$ cat src/rtl/divider_seq_pkg.sv
// divider_seq_pkg: FSM state type and encodings shared by the divider files.
// No ports; import with divider_seq_pkg::*.
package divider_seq_pkg;

    localparam logic [1:0] ST_IDLE = 2'd0;
    localparam logic [1:0] ST_CALC = 2'd1;
    localparam logic [1:0] ST_FIX  = 2'd2;
    localparam logic [1:0] ST_DONE = 2'd3;

    typedef enum logic [1:0] {
        IDLE = ST_IDLE,
        CALC = ST_CALC,
        FIX  = ST_FIX,
        DONE = ST_DONE
    } state_t;

endpackage

$ cat src/rtl/divider_seq_if.sv
// divider_seq_if: request/result bundle of the sequential divider.
// master: start, dividend, divider out; quotient, remainder, ready, done,
// div_by_zero in.  slave: the mirror image, used by divider_seq.
interface divider_seq_if #(
    parameter int WIDTH = 16
);
    logic             start;
    logic [WIDTH-1:0] dividend;
    logic [WIDTH-1:0] divider;
    logic [WIDTH-1:0] quotient;
    logic [WIDTH-1:0] remainder;
    logic             ready;
    logic             done;
    logic             div_by_zero;

    modport master (
        output start, dividend, divider,
        input  quotient, remainder, ready, done, div_by_zero
    );

    modport slave (
        input  start, dividend, divider,
        output quotient, remainder, ready, done, div_by_zero
    );
endinterface

$ cat src/rtl/divider_seq_step.sv
// divider_seq_step: one combinational restoring-division step.
// i_pr: {partial remainder, dividend bits / quotient bits}; i_divisor;
// o_pr: shifted partial remainder with the new quotient bit in bit 0.
module divider_seq_step #(
    parameter int WIDTH = 16
) (
    input  logic [2*WIDTH-1:0] i_pr,
    input  logic [WIDTH-1:0]   i_divisor,
    output logic [2*WIDTH-1:0] o_pr
);
    logic [WIDTH:0]   w_hi;
    logic [WIDTH-1:0] w_diff;
    logic             w_ge;

    // Upper half after the left shift needs one extra bit: it can reach
    // almost twice the divisor before the subtract.
    assign w_hi = i_pr[2*WIDTH-1:WIDTH-1];
    assign w_ge = (w_hi >= {1'b0, i_divisor});
    // When w_ge the true difference is below the divisor, so W bits suffice.
    assign w_diff = w_hi[WIDTH-1:0] - i_divisor;

    // Vacated low bit collects the quotient; after WIDTH steps the low half
    // is the quotient and the high half the remainder.
    assign o_pr = w_ge ? {w_diff, i_pr[WIDTH-2:0], 1'b1}
                       : {w_hi[WIDTH-1:0], i_pr[WIDTH-2:0], 1'b0};

endmodule

$ cat src/rtl/divider_seq.sv
// divider_seq: sequential restoring divider, one quotient bit per cycle.
// Ports: clk, rst (async active-high), bus (divider_seq_if.slave).
// Optional macro DIVIDER_SEQ_SIGNED_EN selects two's-complement operands.
module divider_seq
    import divider_seq_pkg::*;
#(
    parameter int WIDTH = 16,
    parameter int CNT_W = $clog2(WIDTH + 1)
) (
    input  logic          clk,
    input  logic          rst,
    divider_seq_if.slave  bus
);
    localparam logic [CNT_W-1:0] LAST = CNT_W'(WIDTH - 1);

    state_t             r_state;
    logic [CNT_W-1:0]   r_cnt;
    logic [2*WIDTH-1:0] r_pr;
    logic [WIDTH-1:0]   r_dvs;
    logic [WIDTH-1:0]   r_q_fix;
    logic [WIDTH-1:0]   r_r_fix;
    logic               r_dbz_fix;
    logic               r_zero_wait;
    logic [WIDTH-1:0]   r_quotient;
    logic [WIDTH-1:0]   r_remainder;
    logic               r_ready;
    logic               r_done;
    logic               r_dbz;

    logic [WIDTH-1:0]   w_a_mag;
    logic [WIDTH-1:0]   w_b_mag;
    logic [2*WIDTH-1:0] w_pr_next;

`ifdef DIVIDER_SEQ_SIGNED_EN
    logic r_neg_q;
    logic r_neg_r;

    // Most-negative stays as its own bit pattern, which is the correct
    // unsigned magnitude.
    assign w_a_mag = bus.dividend[WIDTH-1] ? -bus.dividend : bus.dividend;
    assign w_b_mag = bus.divider[WIDTH-1]  ? -bus.divider  : bus.divider;
`else
    assign w_a_mag = bus.dividend;
    assign w_b_mag = bus.divider;
`endif

    divider_seq_step #(
        .WIDTH (WIDTH)
    ) u_step (
        .i_pr      (r_pr),
        .i_divisor (r_dvs),
        .o_pr      (w_pr_next)
    );

    always_ff @(posedge clk or posedge rst) begin
        if (rst) begin
            r_state     <= IDLE;
            r_cnt       <= '0;
            r_pr        <= '0;
            r_dvs       <= '0;
            r_q_fix     <= '0;
            r_r_fix     <= '0;
            r_dbz_fix   <= 1'b0;
            r_zero_wait <= 1'b0;
            r_quotient  <= '0;
            r_remainder <= '0;
            r_ready     <= 1'b1;
            r_done      <= 1'b0;
            r_dbz       <= 1'b0;
`ifdef DIVIDER_SEQ_SIGNED_EN
            r_neg_q     <= 1'b0;
            r_neg_r     <= 1'b0;
`endif
        end else begin
            r_done <= 1'b0;
            unique case (r_state)
                IDLE: begin
                    if (bus.start) begin
                        r_ready <= 1'b0;
                        r_cnt   <= '0;
                        r_pr    <= {{WIDTH{1'b0}}, w_a_mag};
                        r_dvs   <= w_b_mag;
`ifdef DIVIDER_SEQ_SIGNED_EN
                        r_neg_q <= bus.dividend[WIDTH-1]
                                 ^ bus.divider[WIDTH-1];
                        r_neg_r <= bus.dividend[WIDTH-1];
`endif
                        if (bus.divider == '0) begin
                            r_q_fix     <= '1;
                            r_r_fix     <= bus.dividend;
                            r_dbz_fix   <= 1'b1;
                            // Zero divide dwells one extra cycle in DONE
                            // so its result lands two cycles after accept.
                            r_zero_wait <= 1'b1;
                            r_state     <= DONE;
                        end else begin
                            r_dbz_fix   <= 1'b0;
                            r_zero_wait <= 1'b0;
                            r_state     <= CALC;
                        end
                    end
                end
                CALC: begin
                    r_pr  <= w_pr_next;
                    r_cnt <= r_cnt + 1'b1;
                    if (r_cnt == LAST) begin
                        r_state <= FIX;
                    end
                end
                FIX: begin
                    r_cnt <= '0;
`ifdef DIVIDER_SEQ_SIGNED_EN
                    r_q_fix <= r_neg_q ? -r_pr[WIDTH-1:0]
                                       :  r_pr[WIDTH-1:0];
                    r_r_fix <= r_neg_r ? -r_pr[2*WIDTH-1:WIDTH]
                                       :  r_pr[2*WIDTH-1:WIDTH];
`else
                    r_q_fix <= r_pr[WIDTH-1:0];
                    r_r_fix <= r_pr[2*WIDTH-1:WIDTH];
`endif
                    r_state <= DONE;
                end
                DONE: begin
                    if (r_zero_wait) begin
                        r_zero_wait <= 1'b0;
                    end else begin
                        r_quotient  <= r_q_fix;
                        r_remainder <= r_r_fix;
                        r_dbz       <= r_dbz_fix;
                        r_done      <= 1'b1;
                        r_ready     <= 1'b1;
                        r_state     <= IDLE;
                    end
                end
                default: begin
                    r_state <= IDLE;
                end
            endcase
        end
    end

    assign bus.quotient    = r_quotient;
    assign bus.remainder   = r_remainder;
    assign bus.ready       = r_ready;
    assign bus.done        = r_done;
    assign bus.div_by_zero = r_dbz;

endmodule

$ cat src/flat_wrapper.sv
// flat-port wrapper written by rule: the top's interface ports become plain ports
module divider_seq_flat import divider_seq_pkg::*;
#(
    parameter int WIDTH = 16,
    parameter int CNT_W = $clog2(WIDTH + 1)
)
  (clk, rst, bus_start, bus_dividend, bus_divider, bus_quotient, bus_remainder, bus_ready, bus_done, bus_div_by_zero);
  divider_seq_if #(.WIDTH(WIDTH)) bus_i ();
  input  logic clk;
  input  logic rst;
  input wire logic [$bits(bus_i.start)-1:0] bus_start;
  input wire logic [$bits(bus_i.dividend)-1:0] bus_dividend;
  input wire logic [$bits(bus_i.divider)-1:0] bus_divider;
  output wire logic [$bits(bus_i.quotient)-1:0] bus_quotient;
  output wire logic [$bits(bus_i.remainder)-1:0] bus_remainder;
  output wire logic [$bits(bus_i.ready)-1:0] bus_ready;
  output wire logic [$bits(bus_i.done)-1:0] bus_done;
  output wire logic [$bits(bus_i.div_by_zero)-1:0] bus_div_by_zero;
  assign bus_i.start = bus_start;
  assign bus_i.dividend = bus_dividend;
  assign bus_i.divider = bus_divider;
  assign bus_quotient = bus_i.quotient;
  assign bus_remainder = bus_i.remainder;
  assign bus_ready = bus_i.ready;
  assign bus_done = bus_i.done;
  assign bus_div_by_zero = bus_i.div_by_zero;
  divider_seq #(.WIDTH(WIDTH), .CNT_W(CNT_W)) u_core (.clk(clk), .rst(rst), .bus(bus_i));
endmodule
$ cat config.mk
export PLATFORM = sky130hd
export DESIGN_NAME = divider_seq_flat
export DESIGN_NICKNAME = d
export VERILOG_FILES = /design/src/rtl/divider_seq_pkg.sv /design/src/rtl/divider_seq_if.sv /design/src/rtl/divider_seq_step.sv /design/src/rtl/divider_seq.sv /design/src/flat_wrapper.sv
export SDC_FILE = /design/constraint.sdc
export NUM_CORES = 1
export LEC_CHECK = 0
export CORE_ASPECT_RATIO = 1.25
export CORE_MARGIN = 3
export CORE_UTILIZATION = 35
export CTS_BUF_LIST = sky130_fd_sc_hd__clkbuf_2 sky130_fd_sc_hd__clkbuf_4 sky130_fd_sc_hd__clkbuf_8
export DETAILED_ROUTE_END_ITERATION = 6
export PLACE_DENSITY = 0.52
export SKIP_CTS_REPAIR_TIMING = 1
export SYNTH_ARGS = -nofsm -noshare
export SYNTH_HDL_FRONTEND = slang
export SYNTH_SLANG_ARGS = --single-unit
export TNS_END_PERCENT = 20
$ cat constraint.sdc
create_clock -name clk -period 5.79 [get_ports clk]
set_input_delay 1.158 -clock clk [delete_from_list [all_inputs] [get_ports clk]]
set_output_delay 1.158 -clock clk [all_outputs]
set_load 0.02 [all_outputs]
==> results.sh <==
export IMPL_drtAntennaViolNets=0
export IMPL_ys_ff_latch=124
export IMPL_die_x_um=129
export IMPL_hp_class="flip-flop to flip-flop"
export IMPL_crit_start="bus_divider[3]"
export IMPL_synth_nets=648
export IMPL_reg2reg_slack_ns=3.00
export IMPL_slowest_delay_ns=0.51
export IMPL_finalPower_mw=4.99
export IMPL_ctsLongestPathBuffers=2
export IMPL_core_area_um2=18400
export IMPL_slew_limit_headroom_pct=33.6
export IMPL_worstMarginPinSlew_ns=0.994
export IMPL_setup_tns_final_ns=0
export IMPL_synth_compound_area_share_pct=11.4
export IMPL_r2r_start="u_core.r_dvs[1]$_DFFE_PP0P_"
export IMPL_crit_fanout=32
export IMPL_place_congestion=0.838
export IMPL_cp_start_kind="primary input"
export IMPL_cts_root_buf="clkbuf_8"
export IMPL_synth_top_family_by_area="multiplexers"
export IMPL_grt_pass1_vias=4748
export IMPL_clk_latency_ns=0.44
export IMPL_fin_nets=708
export IMPL_critPathKind="primary input to flip-flop"
export IMPL_diodes=0
export IMPL_netlist_area_um2=6630
export IMPL_ys_flop_type="dfrtp_1"
export IMPL_yosysWarnings=0
export IMPL_cp_required_ns=6.10
export IMPL_place_area_um2=7500
export IMPL_yosysSeqAreaShare_pct=46.8
export IMPL_h_tree_depth=4
export IMPL_critPathSlowestCell="or4_1"
export IMPL_clk_pin_slew_ns=0.06
export IMPL_grt_pass1_wl_um=25500
export IMPL_fin_crit_sh_pct=54.0
export IMPL_synth_adder_area_share_pct=4.64
export IMPL_arrival_ns=3.44
export IMPL_dp_hpwl_um=11300
export IMPL_max_vdd_ir_drop_mv=0.259
export IMPL_syn2layout_area_growth_pct=19.3
export IMPL_ys_types=58
export IMPL_drc=0
export IMPL_postLayoutCellArea_um2=7910
export IMPL_critPathBufInv=2
export IMPL_fmax_mhz=320
export IMPL_rsz0062_at_grt="false"
export IMPL_cp_endpoint="u_core.r_q_fix[13]$_DFFE_PP0P_"
export IMPL_path_cells="clkdlybuf4s50_1 -> or4_1 -> nor3_1 -> and4_1 -> and2_2 -> a21oi_4 -> buf_4 -> mux2_1"
export IMPL_final_hold_viol_count=0
export IMPL_clock_sinks=124
export IMPL_drv_slew=0
export IMPL_async_reset_ff_share_pct=100
export IMPL_fin_crit_ns=3.13
export IMPL_numPortBuffers=69
export IMPL_hold_slack_ns=0.486
export IMPL_finClkSkew_ns=0.0175
export IMPL_status="complete, no violations"
export IMPL_syn_inst=589
export IMPL_setup_viol=0
export IMPL_antenna_found_initial=1
export IMPL_synth_simple_area_share_pct=11.5
export IMPL_via_per_inst=5.30
export IMPL_io_pin_count=70
export IMPL_first_pass_iters=5
export IMPL_numCtsBuffers=17
export IMPL_fp_row_count=55
export IMPL_overflow=0
export IMPL_grt_start_max_net_pins=48
export IMPL_die_h_um=160
export IMPL_cp_depth=8
export IMPL_synth_edf_count=0
export IMPL_grt_usage_pct=15.7
export IMPL_cap_violations=0
export IMPL_cts_tree="yes"
export IMPL_wl_per_cell_um=17.4
export IMPL_drt_iter0_drc=198
export IMPL_n_fill_cell=1687
export IMPL_routed_wl_um=15400
export IMPL_finish_utilization_pct=43.0
export IMPL_dieArea_um2=20600
export IMPL_rr_endpoint="u_core.r_pr[18]$_DFFE_PP0P_"
export IMPL_synth_xor_area_share_pct=0.793
export IMPL_synthMuxAreaShare_pct=20.7
export IMPL_power_density_nw_per_um2=631
export IMPL_critical_path_top_delay_family="simple AND/OR/NAND/NOR gates"
export IMPL_worstRegToRegCells=8
export IMPL_start_util_pct=36.1
export IMPL_vias=4714
export IMPL_p_leak_nw=3.32
export IMPL_syn_avg_cell_area_um2=11.3
export IMPL_drive_gt1_share_pct=21.8
export IMPL_end_kind="flip-flop"
logic make-up (layout without fill, tap and decap cells):
logic type,count (synthesis),count (layout)
AO/OA/AOI/OAI,114,114
buffers and inverters,59,132
adder cells (fa/ha/maj),24,24
XOR/XNOR,6,6
multiplexers,114,114
AND/OR/NAND/NOR,148,148
flip-flops,124,124
report_power, final:
part | internal, mW | switching (mW) | leakage, nW
registers | 1.27 | 0.288 | 1.39
logic | 1.25 | 1.40 | 1.72
clock network | 0.443 | 0.342 | 0.203
state kept, by name (all words and copies together), names as in the netlist, 2 cells and up:
| signal | cells |
|---|---|
| u_core.bus.quotient | 16 |
| u_core.bus.remainder | 16 |
| u_core.r_cnt | 5 |
| u_core.r_dvs | 16 |
| u_core.r_pr | 32 |
| u_core.r_q_fix | 16 |
| u_core.r_r_fix | 16 |
| u_core.r_state | 2 |
synthesized netlist by cell type (2+ instances only):
cell type	n	area share [%]
nand4_1	12	1.1
o31ai_1	5	0.57
mux2_1	2	0.34
buf_6	5	0.85
and4_1	2	0.26
nand2_1	50	2.8
nand3_1	10	0.75
a21boi_0	2	0.23
nor2b_1	3	0.28
and3_1	4	0.38
a31oi_1	2	0.19
inv_1	25	1.4
ha_1	23	4.3
dfrtp_1	123	46
mux2i_1	17	2.6
mux2_4	30	6.8
nor3b_1	2	0.23
clkbuf_1	21	1.2
a41oi_1	4	0.53
a211oi_1	6	0.68
nand2b_1	23	2.2
a21oi_1	16	1.2
o41ai_1	2	0.26
o21ai_1	5	0.38
nor2_1	14	0.79
o21a_1	7	0.79
o211ai_1	11	1.2
xnor2_1	5	0.66
and2_1	5	0.47
a21oi_2	2	0.26
buf_2	7	0.53
a21o_1	6	0.68
or4_1	4	0.45
o31a_1	2	0.26
nor3_1	10	0.75
o211a_1	2	0.30
a32o_1	2	0.30
nor4_1	4	0.38
o21ai_0	31	2.3
mux2_2	65	11
worst min-delay path by stage:
| stage | startpoint | end | depth (start not counted) |
|---|---|---|---|
| 6_report | u_core.r_cnt[4]$_DFFE_PP0P_ | u_core.r_cnt[4]$_DFFE_PP0P_ | 2 |
| 5_1_grt | u_core.r_dbz_fix$_DFFE_PP0P_ | u_core.r_dbz_fix$_DFFE_PP0P_ | 1 |
| 4_1_cts | u_core.r_cnt[4]$_DFFE_PP0P_ | u_core.r_cnt[4]$_DFFE_PP0P_ | 2 |
| 3_5_place_dp | u_core.r_pr[15]$_DFFE_PP0P_ | u_core.r_pr[15]$_DFFE_PP0P_ | 2 |
| 3_3_place_gp | u_core.r_pr[15]$_DFFE_PP0P_ | u_core.r_pr[15]$_DFFE_PP0P_ | 2 |
| 2_1_floorplan | u_core.r_dbz_fix$_DFFE_PP0P_ | u_core.r_dbz_fix$_DFFE_PP0P_ | 1 |
cells in the final DEF (no fill, tap or decap), types with 7 or more instances in the layout:
cell | netlist | final
mux2_4 | 30 | 30
a21oi_1 | 16 | 16
o21a_1 | 7 | 7
o21ai_0 | 31 | 31
inv_1 | 25 | 24
nand2b_1 | 23 | 23
clkbuf_8 | 0 | 17
ha_1 | 23 | 23
nor3_1 | 10 | 10
nor2_1 | 14 | 14
mux2i_1 | 17 | 17
nand4_1 | 12 | 12
clkdlybuf4s50_1 | 0 | 69
dfrtp_1 | 123 | 123
nand2_1 | 50 | 50
nand3_1 | 10 | 10
o211ai_1 | 11 | 11
mux2_2 | 65 | 65
stage by stage:
step           worst slack [ns]  cells
3_5_place_dp               2.19    858
6_report                   2.66    890
5_1_grt                    2.56    890
4_1_cts                    2.66    890
3_3_place_gp               2.29    858
2_1_floorplan              1.33    589
layout make-up:
class | instances | area, um^2 | area share (%)
repair buffers | 75 | 736 | 9.30
flip-flops and latches | 124 | 3100 | 39.3
well taps | 228 | 285 | 3.61
multi-input cells | 406 | 3280 | 41.4
clock inverters | 11 | 145 | 1.84
clock buffers | 21 | 264 | 3.34
inverters | 25 | 96.3 | 1.22
worst min-delay path, cell delays in order, from the launching register on:
cell and delay [ns]:
dfrtp_1 0.34, nand2_1 0.05, o21ai_0 0.06
metal layers:
| layer | part of all wire (%) | GRT usage, % | up-vias |
|---|---|---|---|
| met5 | 0.12 | 0 | - |
| met2 | 49 | 24.9 | 109 |
| met4 | 3.0 | 6.49 | 2 |
| li1 | - | - | 2257 |
| met1 | 44 | 20.2 | 2314 |
| met3 | 3.7 | 4.12 | 32 |
(Power assumes the default switching activity.)
==> variant: new RTL, config.mk and constraints unchanged <==
Reset style: synchronous (`rst`), changed in one clocked block. Comments in the files are not updated.
--- a/src/rtl/divider_seq.sv
+++ b/src/rtl/divider_seq.sv
@@ -52,7 +52,7 @@
         .o_pr      (w_pr_next)
     );
 
-    always_ff @(posedge clk or posedge rst) begin
+    always_ff @(posedge clk) begin
         if (rst) begin
             r_state     <= IDLE;
             r_cnt       <= '0;
Behaviour: differs if rst is asserted again (counterexample within 4 cycles, from zero or initial values and one cycle with rst high); with rst held inactive, the same outputs for 10 cycles.
==> variant against the original RTL <==
Critical path depth did not move; sequential cell count did not move; synthesized area fell by 10%; setup slack got worse by 290 ps; largest power group unchanged; final area fell by 8.6%; total power fell by 19%; routed wire length rose by 0.29%; utilization rose by 0.85 points.
==> variant: results (changes against the original RTL) <==
Critical path
The data arrival time of the critical path is 3770 ps (was 3440 ps). The largest driver fanout on the critical path is 64 (was 32).

Outcome
Status: finished clean (unchanged).

Detailed routing
The number of vias per cell after detailed routing is 5.08 (was 5.30). The number of detailed-route iterations in the first pass is 4 (was 5). The total wirelength of the detailed-routed design is 15.5 mm (was 15.4 mm). The count of routing violations after the opening detailed-route iteration is 279 (was 198).

Job
The max capacitance violation total is 0 (unchanged).

Yosys
The share of synthesized registers carrying an async set or reset is 0% (was 100%). Dominant cells by area after synthesis: sky130_fd_sc_hd__dfxtp_1, sky130_fd_sc_hd__nand2_1, sky130_fd_sc_hd__a21oi_1, sky130_fd_sc_hd__mux2i_1, sky130_fd_sc_hd__ha_1 (was sky130_fd_sc_hd__dfrtp_1, sky130_fd_sc_hd__mux2_2, sky130_fd_sc_hd__mux2_4, sky130_fd_sc_hd__ha_1, sky130_fd_sc_hd__nand2_1). The share of synthesized area occupied by flip-flops and latches is 41.6% (was 46.8%). The warning count from the yosys run is 0 (unchanged). Commonest cells in the netlist: sky130_fd_sc_hd__nand2_1, sky130_fd_sc_hd__dfxtp_1, sky130_fd_sc_hd__a21oi_1, sky130_fd_sc_hd__nor2_1, sky130_fd_sc_hd__inv_1 (was sky130_fd_sc_hd__dfrtp_1, sky130_fd_sc_hd__mux2_2, sky130_fd_sc_hd__nand2_1, sky130_fd_sc_hd__o21ai_0, sky130_fd_sc_hd__mux2_4).

The synthesized netlist net count was 777 (was 648). The distinct cell type count after synthesis is 55 (was 58).

Worst hold path
The path class of the lowest-slack min-delay path is flop to flop (unchanged).

GRT
The number of global-route vias before repair is 5117 (was 4748). The global-route total usage across every layer is 17.1% (was 15.7%). The largest net degree at the start of global routing is 81 (was 48). The global-route wire length before repair is 25.6 mm (was 25.5 mm).

The number of antenna violations at the first check in global routing is 0 (was 1).

Clocking
The root buffer cell is sky130_fd_sc_hd__clkbuf_8 (unchanged). The maximum count of clock buffers along a single path is 2 (unchanged). The number of clock buffers inserted by TritonCTS is 17 (unchanged).

Clock-pin slew was measured on the worst setup and hold paths at 70 ps.

Cells and area
The number of antenna diodes came to 0 (unchanged). The share of cells above drive strength 1 came to 7.95% (was 21.8%). The flip-flop count of the largest register after layout was 32 (unchanged).

The net total in the final layout came to 826 (was 708).

Placed design
The minimum setup slack after placement is 1920 ps (was 2190 ps). The final weighted congestion in routability-driven placement is 0.812 (was 0.838). The placement-stage cell area was 0.00678 sq mm (was 0.00750 sq mm).

The number of input and output port buffers inserted is 69 (unchanged). The half-perimeter wire length after placement is 11.2 mm (was 11.3 mm).

Power and ir drop
The worst vdd rail ir drop was 0.605 mV (was 0.259 mV). The leakage dissipation is 2.59 nW (was 3.32 nW).

STA
The worst-case clock skew came to 11.4 ps (was 17.5 ps). The relative slew slack was 33.6% (about the same).
-- variant: cell count changes after synthesis, sizes merged, moves of 18 or more --
| cell | before | now |
|---|---|---|
| nand2 | 50 | 129 |
| a21oi | 18 | 79 |
| nor2 | 14 | 68 |
| dfxtp | 0 | 124 |
| mux2 | 97 | 0 |
| mux2i | 17 | 35 |
| dfrtp | 123 | 0 |
| a211oi | 6 | 36 |
-- variant: routing by layer --
| layer | part of all wire, % | global-route usage [%] | up-vias |
|---|---|---|---|
| met4 | 0.88 | 4.91 | 0 |
| met5 | 0 | 0 | - |
| li1 | - | - | 2612 |
| met2 | 51 | 29.7 | 75 |
| met3 | 2.9 | 3.53 | 11 |
| met1 | 45 | 21.3 | 2364 |
-- variant: kinds of logic after synthesis --
group | share of synthesized area, %
buf+inv | 6.04
fa+ha+maj | 5.16
mux | 5.87
xor+xnor | 1.03
simple gates | 18.0
compound gates | 22.3
flops | 41.6
-- variant: per-stage QoR --
stage	hold WS [ps]	util [%]	instances
floorplan	432	-	718
global placement	439	41.2	964
detailed placement	448	41.2	964
CTS	457	43.9	996
global route	471	43.9	996
finish	452	43.9	996
-- variant: final cells by class --
cell class / count / area, sq um
fillers: 1643 / 9240
clock buffers: 26 / 339
clock inverters: 6 / 105
inverters: 41 / 154
flip-flops and latches: 124 / 2480
repair buffers: 76 / 741
well taps: 216 / 270
multi-input cells: 507 / 3130
-- variant: worst paths after layout --
kind	slack (ps)	endpoint	cells past startpoint	from
worst min register to register	450	u_core.bus.quotient[4]$_SDFFE_PP0P_	2	u_core.bus.quotient[4]$_SDFFE_PP0P_
worst max register to register	2580	u_core.r_pr[24]$_SDFFE_PP0P_	8	u_core.r_dvs[14]$_SDFFE_PP0P_
worst min-delay path	450	u_core.bus.quotient[4]$_SDFFE_PP0P_	2	u_core.bus.quotient[4]$_SDFFE_PP0P_
worst max-delay path	2370	u_core.r_q_fix[11]$_SDFFE_PP0P_	8	bus_divider[15]
-- variant: critical path: stages --
cell and delay [ps]:
sky130_fd_sc_hd__clkdlybuf4s50_1 420, sky130_fd_sc_hd__or4_1 540, sky130_fd_sc_hd__nor4_1 390, sky130_fd_sc_hd__nand3_2 200
sky130_fd_sc_hd__o21ai_4 90, sky130_fd_sc_hd__buf_4 560, sky130_fd_sc_hd__nor2_1 120, sky130_fd_sc_hd__a311oi_2 260
-- variant: where the power goes --
| group | switching (mW) | internal (mW) | leakage [nW] | total, mW |
|---|---|---|---|---|
| registers | 0.138 | 1.02 | 1.01 | 1.16 |
| clock network | 0.325 | 0.508 | 0.233 | 0.833 |
| logic | 1.25 | 0.777 | 1.35 | 2.03 |
